$ cat src/rtl/frame_config_sequencer.sv
// Writes one configuration frame per request: SETUP, StrobeCycles of FrameStrobe, HOLD.
// Latency: request accepted every StrobeCycles+3 cycles; req_ready low while a frame is in flight.
module frame_config_sequencer #(
    parameter int          MaxFramesPerCol  = 20,
    parameter int          FrameSelectWidth = 5,
    parameter int          FrameIndexWidth  = 5,
    parameter int          FrameBitsPerRow  = 32,
    parameter int          NumColumns       = 8,
    parameter int          StrobeCycles     = 2,
    parameter logic [15:0] CountResetValue  = 16'h0000
) (
    input  logic                        CLK,
    input  logic                        reset,
    input  logic                        req_valid,
    output logic                        req_ready,
    input  logic [FrameSelectWidth-1:0] req_col,
    input  logic [FrameIndexWidth-1:0]  req_frame,
    input  logic [FrameBitsPerRow-1:0]  req_data,
    output logic [FrameBitsPerRow-1:0]  FrameData,
    output logic [FrameSelectWidth-1:0] FrameSelect,
    output logic                        FrameStrobe,
    output logic [MaxFramesPerCol-1:0]  FrameStrobe_I,
    output logic                        busy,
    output logic                        err,
    output logic [15:0]                 frames_written
);

    localparam int CntW = $clog2(StrobeCycles + 1);
    localparam logic [FrameSelectWidth:0] ColLimit   = (FrameSelectWidth + 1)'(NumColumns);
    localparam logic [FrameIndexWidth:0]  FrameLimit = (FrameIndexWidth + 1)'(MaxFramesPerCol);

    typedef enum logic [1:0] {IDLE, SETUP, STROBE, HOLD} state_t;

    typedef struct packed {
        logic [FrameSelectWidth-1:0] col;
        logic [FrameIndexWidth-1:0]  frame;
        logic [FrameBitsPerRow-1:0]  data;
    } req_t;

    state_t          state;
    req_t            req_q;
    logic [CntW-1:0] cnt;
    logic            accept;
    logic            out_of_range;

    assign accept       = req_valid & req_ready;
    assign out_of_range = ({1'b0, req_col} >= ColLimit) || ({1'b0, req_frame} >= FrameLimit);

    // Fabric outputs are registered on leaving each state, so every phase
    // becomes visible one cycle after its state is entered.
    always_ff @(posedge CLK or posedge reset) begin
        if (reset) begin
            state          <= IDLE;
            req_q          <= '0;
            cnt            <= '0;
            req_ready      <= 1'b1;
            FrameData      <= '0;
            FrameSelect    <= '0;
            FrameStrobe    <= 1'b0;
            FrameStrobe_I  <= '0;
            busy           <= 1'b0;
            err            <= 1'b0;
            frames_written <= CountResetValue;
        end else begin
            err <= 1'b0;
            case (state)
                IDLE: begin
                    if (accept) begin
                        if (out_of_range) begin
                            err <= 1'b1;
                        end else begin
                            req_q     <= '{col: req_col, frame: req_frame, data: req_data};
                            req_ready <= 1'b0;
                            busy      <= 1'b1;
                            state     <= SETUP;
                        end
                    end
                end
                SETUP: begin
                    FrameData     <= req_q.data;
                    FrameSelect   <= req_q.col;
                    FrameStrobe_I <= {{(MaxFramesPerCol-1){1'b0}}, 1'b1} << req_q.frame;
                    cnt           <= CntW'(StrobeCycles);
                    state         <= STROBE;
                end
                STROBE: begin
                    FrameStrobe <= 1'b1;
                    cnt         <= cnt - CntW'(1);
                    if (cnt == CntW'(1)) state <= HOLD;
                end
                HOLD: begin
                    // Data and select stay put for the hold cycle and beyond.
                    FrameStrobe   <= 1'b0;
                    FrameStrobe_I <= '0;
                    if (frames_written != 16'hFFFF) frames_written <= frames_written + 16'd1;
                    req_ready     <= 1'b1;
                    busy          <= 1'b0;
                    state         <= IDLE;
                end
                default: state <= IDLE;
            endcase
        end
    end

endmodule

$ cat config.mk
export PLATFORM = sky130hd
export DESIGN_NAME = frame_config_sequencer
export DESIGN_NICKNAME = d
export VERILOG_FILES = /design/src/rtl/frame_config_sequencer.sv
export SDC_FILE = /design/constraint.sdc
export NUM_CORES = 1
export LEC_CHECK = 0
export ABC_CLOCK_PERIOD_IN_PS = 3700
export BUFFER_PORTS_ARGS = -buffer_cell sky130_fd_sc_hd__buf_2
export CORE_MARGIN = 5
export CORE_UTILIZATION = 45
export CTS_BUF_LIST = sky130_fd_sc_hd__clkbuf_4
export CTS_CLUSTER_SIZE = 40
export DETAILED_ROUTE_END_ITERATION = 10
export PLACE_DENSITY = 0.82
export SYNTH_ARGS = -nofsm -noshare
export SYNTH_HDL_FRONTEND = slang
export SYNTH_SLANG_ARGS = --single-unit
export TNS_END_PERCENT = 50
$ cat constraint.sdc
create_clock -name CLK -period 3.7 [get_ports CLK]
set_input_delay 0.555 -clock CLK [delete_from_list [all_inputs] [get_ports CLK]]
set_output_delay 0.555 -clock CLK [all_outputs]
set_load 0.03 [all_outputs]
Word level (Yosys, flattened, before mapping)
Cells that the tools add are included.
- add/sub/neg operators: 2
- equality and inequality tests: 8
- order comparisons: 2
- multiplexer cells: 16
- bitwise operators: 2
- reductions and logical operators: 10
- shift operators: 1
- operators with widths (cell ; number):
    $pmux W20 S2 ; 1
    $shl A1 B5 Y20 const A ; 1
    $add A16 B1 Y16 const B ; 1
    $ne A16 B16 Y1 const B ; 1
    $reduce_and A3 Y1 ; 3
    $pmux W2 S4 ; 1
    $reduce_bool A2 Y1 ; 4
    $mux W1 ; 7
    $mux W2 ; 3
    $ne A2 B2 Y1 const B ; 3
    $pmux W1 S2 ; 3
    $ge A5 B4 Y1 const B ; 1
    $ge A5 B5 Y1 const B ; 1
    $eq A2 B1 Y1 const B ; 2
    $eq A2 B2 Y1 const B ; 2
    $pmux W2 S2 ; 1
    $logic_not A2 Y1 ; 1
    $reduce_and A2 Y1 ; 1
    $sub A2 B1 Y2 const B ; 1
    $and A1 B1 Y1 ; 1
    $logic_or A1 B1 Y1 ; 1
    $not A1 Y1 ; 1
- logic and storage cells: 54
- register bits: 123
- output and inout port bits: 77
- bits of input ports: 45

Longest topological paths before layout
- word-level depth: 5
- gate-level depth with buffers: 7

Worst setup path after synthesis
OpenSTA, ideal clock, no wires.
- path kind: register -> register
- start: reg frames_written[0]
- end: reg frames_written[1]
- library setup time: 0.125 ns
- arrival time: 1.756 ns
- slack: 1.819 ns
- clock period less this slack: 1.881 ns
- buffers on the path: 0
- stages on the path, launching flop included: 6
- cell sequence: dfrtp_1 > ha_1 > nand2_1 > or3_4 > o21ai_2 > mux2_2
- cells in the longest elaborated chain, start to end: 2
- RTL lines (item ; line ; RTL):
    from (decl) ; 25 ; output logic [15:0] frames_written
    from (signal assigned) ; 63 ; frames_written <= CountResetValue;
    from (signal assigned) ; 95 ; if (frames_written != 16'hFFFF) frames_written <= frames_written + 16'd1;
    parallel branches: the longest is 2 deep, another holds $add A16 B1 Y16 ; n/a ;
Several ways; the timed one is not identified.
A chain may end at the register's enable or synchronous reset.

Worst setup path after layout
- start: reg state[1]
- end: reg FrameStrobe_I[7]
- cells in the longest elaborated chain, start to end: 2
- RTL lines (item ; line ; RTL):
    from (decl) ; 40 ; state_t state;
    from (signal assigned) ; 53 ; state <= IDLE;
    from (signal assigned) ; 75 ; state <= SETUP;
    from (signal assigned) ; 84 ; state <= STROBE;
    $eq A2 B2 Y1 or $eq A2 B1 Y1 (tied branches) ; 66 ; case (state)
    $pmux W20 S2 or $reduce_bool A2 Y1 (tied branches) ; n/a ;
    to (signal assigned) ; 82 ; FrameStrobe_I <= {{(MaxFramesPerCol-1){1'b0}}, 1'b1} << req_q.frame;
    to (decl) ; 22 ; output logic [MaxFramesPerCol-1:0] FrameStrobe_I,
Several ways; a longest one is shown, not always the timed one.

==> results by stage <==
Placed design:
- The sum of net half-perimeters after detailed placement is 7.126 mm.
- The weighted congestion reported at the end of routability-driven placement is 0.7608.
- The worst setup slack after placement is 1.474 ns.
- The count of port buffers added during placement is 121.

Logic synthesis:
- The sequential-to-total area share from yosys stat is 63.41%.
- After synthesis, the most frequently instantiated cells are 122 x dfrtp_1, 80 x mux2_2, 28 x nand2_1.
- By area the synthesized netlist is led by dfrtp_1 63%, mux2_2 19%, nand2_1 2.2%, o21ai_0 2.0%, ha_1 1.5%.
- The number of nets produced by synthesis is 402.
- The commonest register cell after synthesis is dfrtp_1.
- The number of enable flip-flop cells after synthesis is 0.
- The area of the mapped netlist is 4856 sq um.
- The synthesized design devotes to its leading area cell type 62.87% of total area.
- The synthesized instance count is 351.
- The library cell occupying the most area in the post-synthesis netlist is dfrtp_1.
- In this run, synthesis produced a sequential element count of 123.
- For this run, asynchronously set or reset flops after synthesis account for 100.0%.
- The average cell area after synthesis is 13.83 sq um.
- For this run, the number of Yosys warnings is 0.
- dfrtp_1 is the most common cell in the netlist.
- After synthesis, the netlist uses 38 different library cells.

Die:
- The die outline height is 113.9 um.
- The die covers 12970 sq um.
- From left edge to right edge, the die measures 113.9 um.
- The starting density of the core is 45.39%.
- The number of primary I/O pins is 122.
- The area of the core is 10700 sq um.
- The number of rows in the core area is 38.

Worst setup path:
- The endpoint class of the critical path is a register.
- By startpoint and endpoint, the worst setup path is classified as register to register.
- Data arrives at the worst endpoint at 2.49 ns.
- The highest net fanout along the worst path is 20.
- The data required time of the worst path is 4.09 ns.
- The sort of element at the start of the critical path is a register.

Clock tree:
- The maximum root-to-sink buffer count is 2.
- After clock tree synthesis, the setup repair step added 0 buffers.
- Clock tree synthesis found a total of 123 sinks.
- The number of buffers inserted by hold repair at cts is 0.
- Clock-pin slew was measured on the worst setup and hold paths at 0.11 ns.
- The total clock buffers created by CTS is 17.
- The H-tree was split into 4 levels.
- The clock reaches the later pin of the worst-skew pair after 0.48 ns.
- CTS placed an instance of clkbuf_4 at the clock tree root.
- The number of gates resized after CTS was 0.
- The CTS tree is done.

Timing:
- The final critical path time including I/O delays and setup is 2.097 ns.
- After layout, the worst setup slack is 1.603 ns.
- In this run the tightest slew margin relative to its limit is 17.30%.
- The fmax is 477.0 MHz.
- The final number of hold-violating endpoints is 0.
- Setup violations remaining at the end of the flow were counted as 0.
- After routing, the total negative slack on setup checks comes to 0 ns.
- Setup repair after global routing left no endpoint under its margin.
- The max-slew violation count came to 0.
- For the pin with the worst max-slew slack, the measured transition is 1.236 ns.
- After layout, the worst path uses 56.66% of the clock period.
- The final worst clock skew is 0.01485 ns.

Drt:
- The total number of vias is 3173.
- For this run, the detailed router's first-pass iteration total came to 5.
- For this block, the routed nets add up to 9.860 mm of wire.
- The residual antenna-violating net count after detailed routing is 0.
- In this run the top signal layer used is met4.
- The amount of wire on met2 after detailed routing is 4.897 mm.
- Wire segments on met3 add up to 683 um in the final route.
- The detail-routed net length per standard cell is 15.48 um.
- The detailed router put a total of 4.110 mm of wire on met1.
- After the first detailed-routing iteration, the DRC count stood at 160.
- Dividing the detail-routed via count by the number of cells gives 4.981.
- The DRC violation count after routing is 0.

Worst hold path:
- The path class of the tightest hold or removal check is input port to asynchronous set/reset pin.

Power:
- VDD sags by at most 223.5 uV.
- For this design the static power due to leakage is 3.217 nW.
- The power density over cell area is 406.0 nW/um^2.

Final layout:
- The area growth from synthesis to final layout is 22.42%.
- The final core utilization is 55.57%.
- The post-route netlist has 48.99% of its cells at a drive strength greater than 1.
- The final net count is 534.

GRT:
- The number of antenna violations at the first check in global routing is 1.
- Global routing used 16.23% of the available tracks.
- The via count of the first global-routing pass is 3390.
- Entering global routing, the biggest net connects 59 pins.
- The first-pass GRT wire length is 16.60 mm.
- The total overflow left after global routing is 0.

Status:
- The flow ran to the end, and the final reports show no timing, DRC or antenna violations.

Job:
- The max-capacitance violation count is 0.
## critical path, cell delays in order, from the launching register on
cell and delay (ns):
dfrtp_1 0.43, ha_1 0.33, nor2_1 0.98, nand2_1 0.14, o21ai_0 0.13
## flip-flops by register name (all words and copies together) (netlist names)
register	flops
req_ready	1
FrameStrobe_I	20
state	2
FrameStrobe	1
busy	1
FrameSelect	5
FrameData	32
req_q	42
cnt	2
err	1
frames_written	16
## placed cells by master, fill, tap and decap left out, types with 2 or more instances in the layout
master / instances
dfrtp_1: 122
buf_2: 121
mux2_2: 80
nand2_1: 28
o21ai_0: 19
clkbuf_4: 18
nor2_1: 11
inv_1: 9
xnor2_1: 7
xor2_1: 6
nand4_1: 5
a21oi_1: 5
nand3_1: 5
ha_1: 5
clkinvlp_4: 4
nor3_1: 4
a32o_1: 4
clkinv_1: 4
bufinv_16: 4
nor4_1: 3
buf_4: 3
and3_1: 2
and2_1: 2
o22a_1: 2
nor3b_1: 2
clkinv_2: 2
## through the flow
step | total power [mW] | std cells | hold WS [ns] | area (sq um)
global placement | 1.426 | 604 | 0.4550 | 5630
detailed placement | 1.428 | 604 | 0.4657 | 5630
CTS | 2.452 | 636 | 0.2603 | 5942
global route | 2.531 | 637 | 0.2382 | 5944
floorplan | 1.392 | 351 | 0.4474 | 4860
finish | 2.413 | 637 | 0.2758 | 5944
## per-layer routing
layer,GRT usage (%),up-vias
li1,-,1496
met1,20.31,1569
met2,26.42,96
met3,5.517,12
met4,5.701,0
met5,0,-
## cell type report
cell class | count | area (sq um)
antenna | 1 | 2.502
clock buffer | 18 | 135.1
clock inverter | 14 | 176.4
fill | 921 | 4753
inverter | 10 | 41.29
multi-input combinational | 206 | 1687
sequential | 123 | 3079
tap | 140 | 175.2
timing repair buffer | 125 | 648.1
## logic make-up (layout without fill, tap and decap cells)
group / after synthesis / in the layout / synth area share [%]
adder cells (fa/ha/maj): 6 / 6 / 1.546
AND/OR/NAND/NOR: 71 / 71 / 7.292
flip-flops: 123 / 123 / 63.41
other: 0 / 1 / 0
multiplexers: 81 / 81 / 18.76
XOR/XNOR: 13 / 13 / 2.345
buffers and inverters: 22 / 167 / 2.010
AO/OA/AOI/OAI: 35 / 35 / 4.638
## path summary, 6_finish.rpt
path / startpoint / endpoint / slack, ns / cells after the start
max: state[1] / FrameStrobe_I[7] / 1.60 / 4
min: reset / req_q[1] / 0.28 / 2
max reg2reg: state[1] / FrameStrobe_I[7] / 1.60 / 4
min reg2reg: FrameStrobe_I[6] / FrameStrobe_I[6] / 0.49 / 2
max in group asynchronous: reset / req_ready / 2.60 / 3
min in group CLK: req_data[1] / req_q[1] / 0.30 / 2
## report_power, final
| group | switching [mW] | total (mW) | internal [mW] |
|---|---|---|---|
| registers | 0 | 1.34 | 1.34 |
| clock network | 0.480 | 1.01 | 0.535 |
| logic | 0.0352 | 0.0552 | 0.0201 |
| total | 0.515 | 2.41 | 1.90 |
Note: power is estimated with default switching activity, not from simulation.
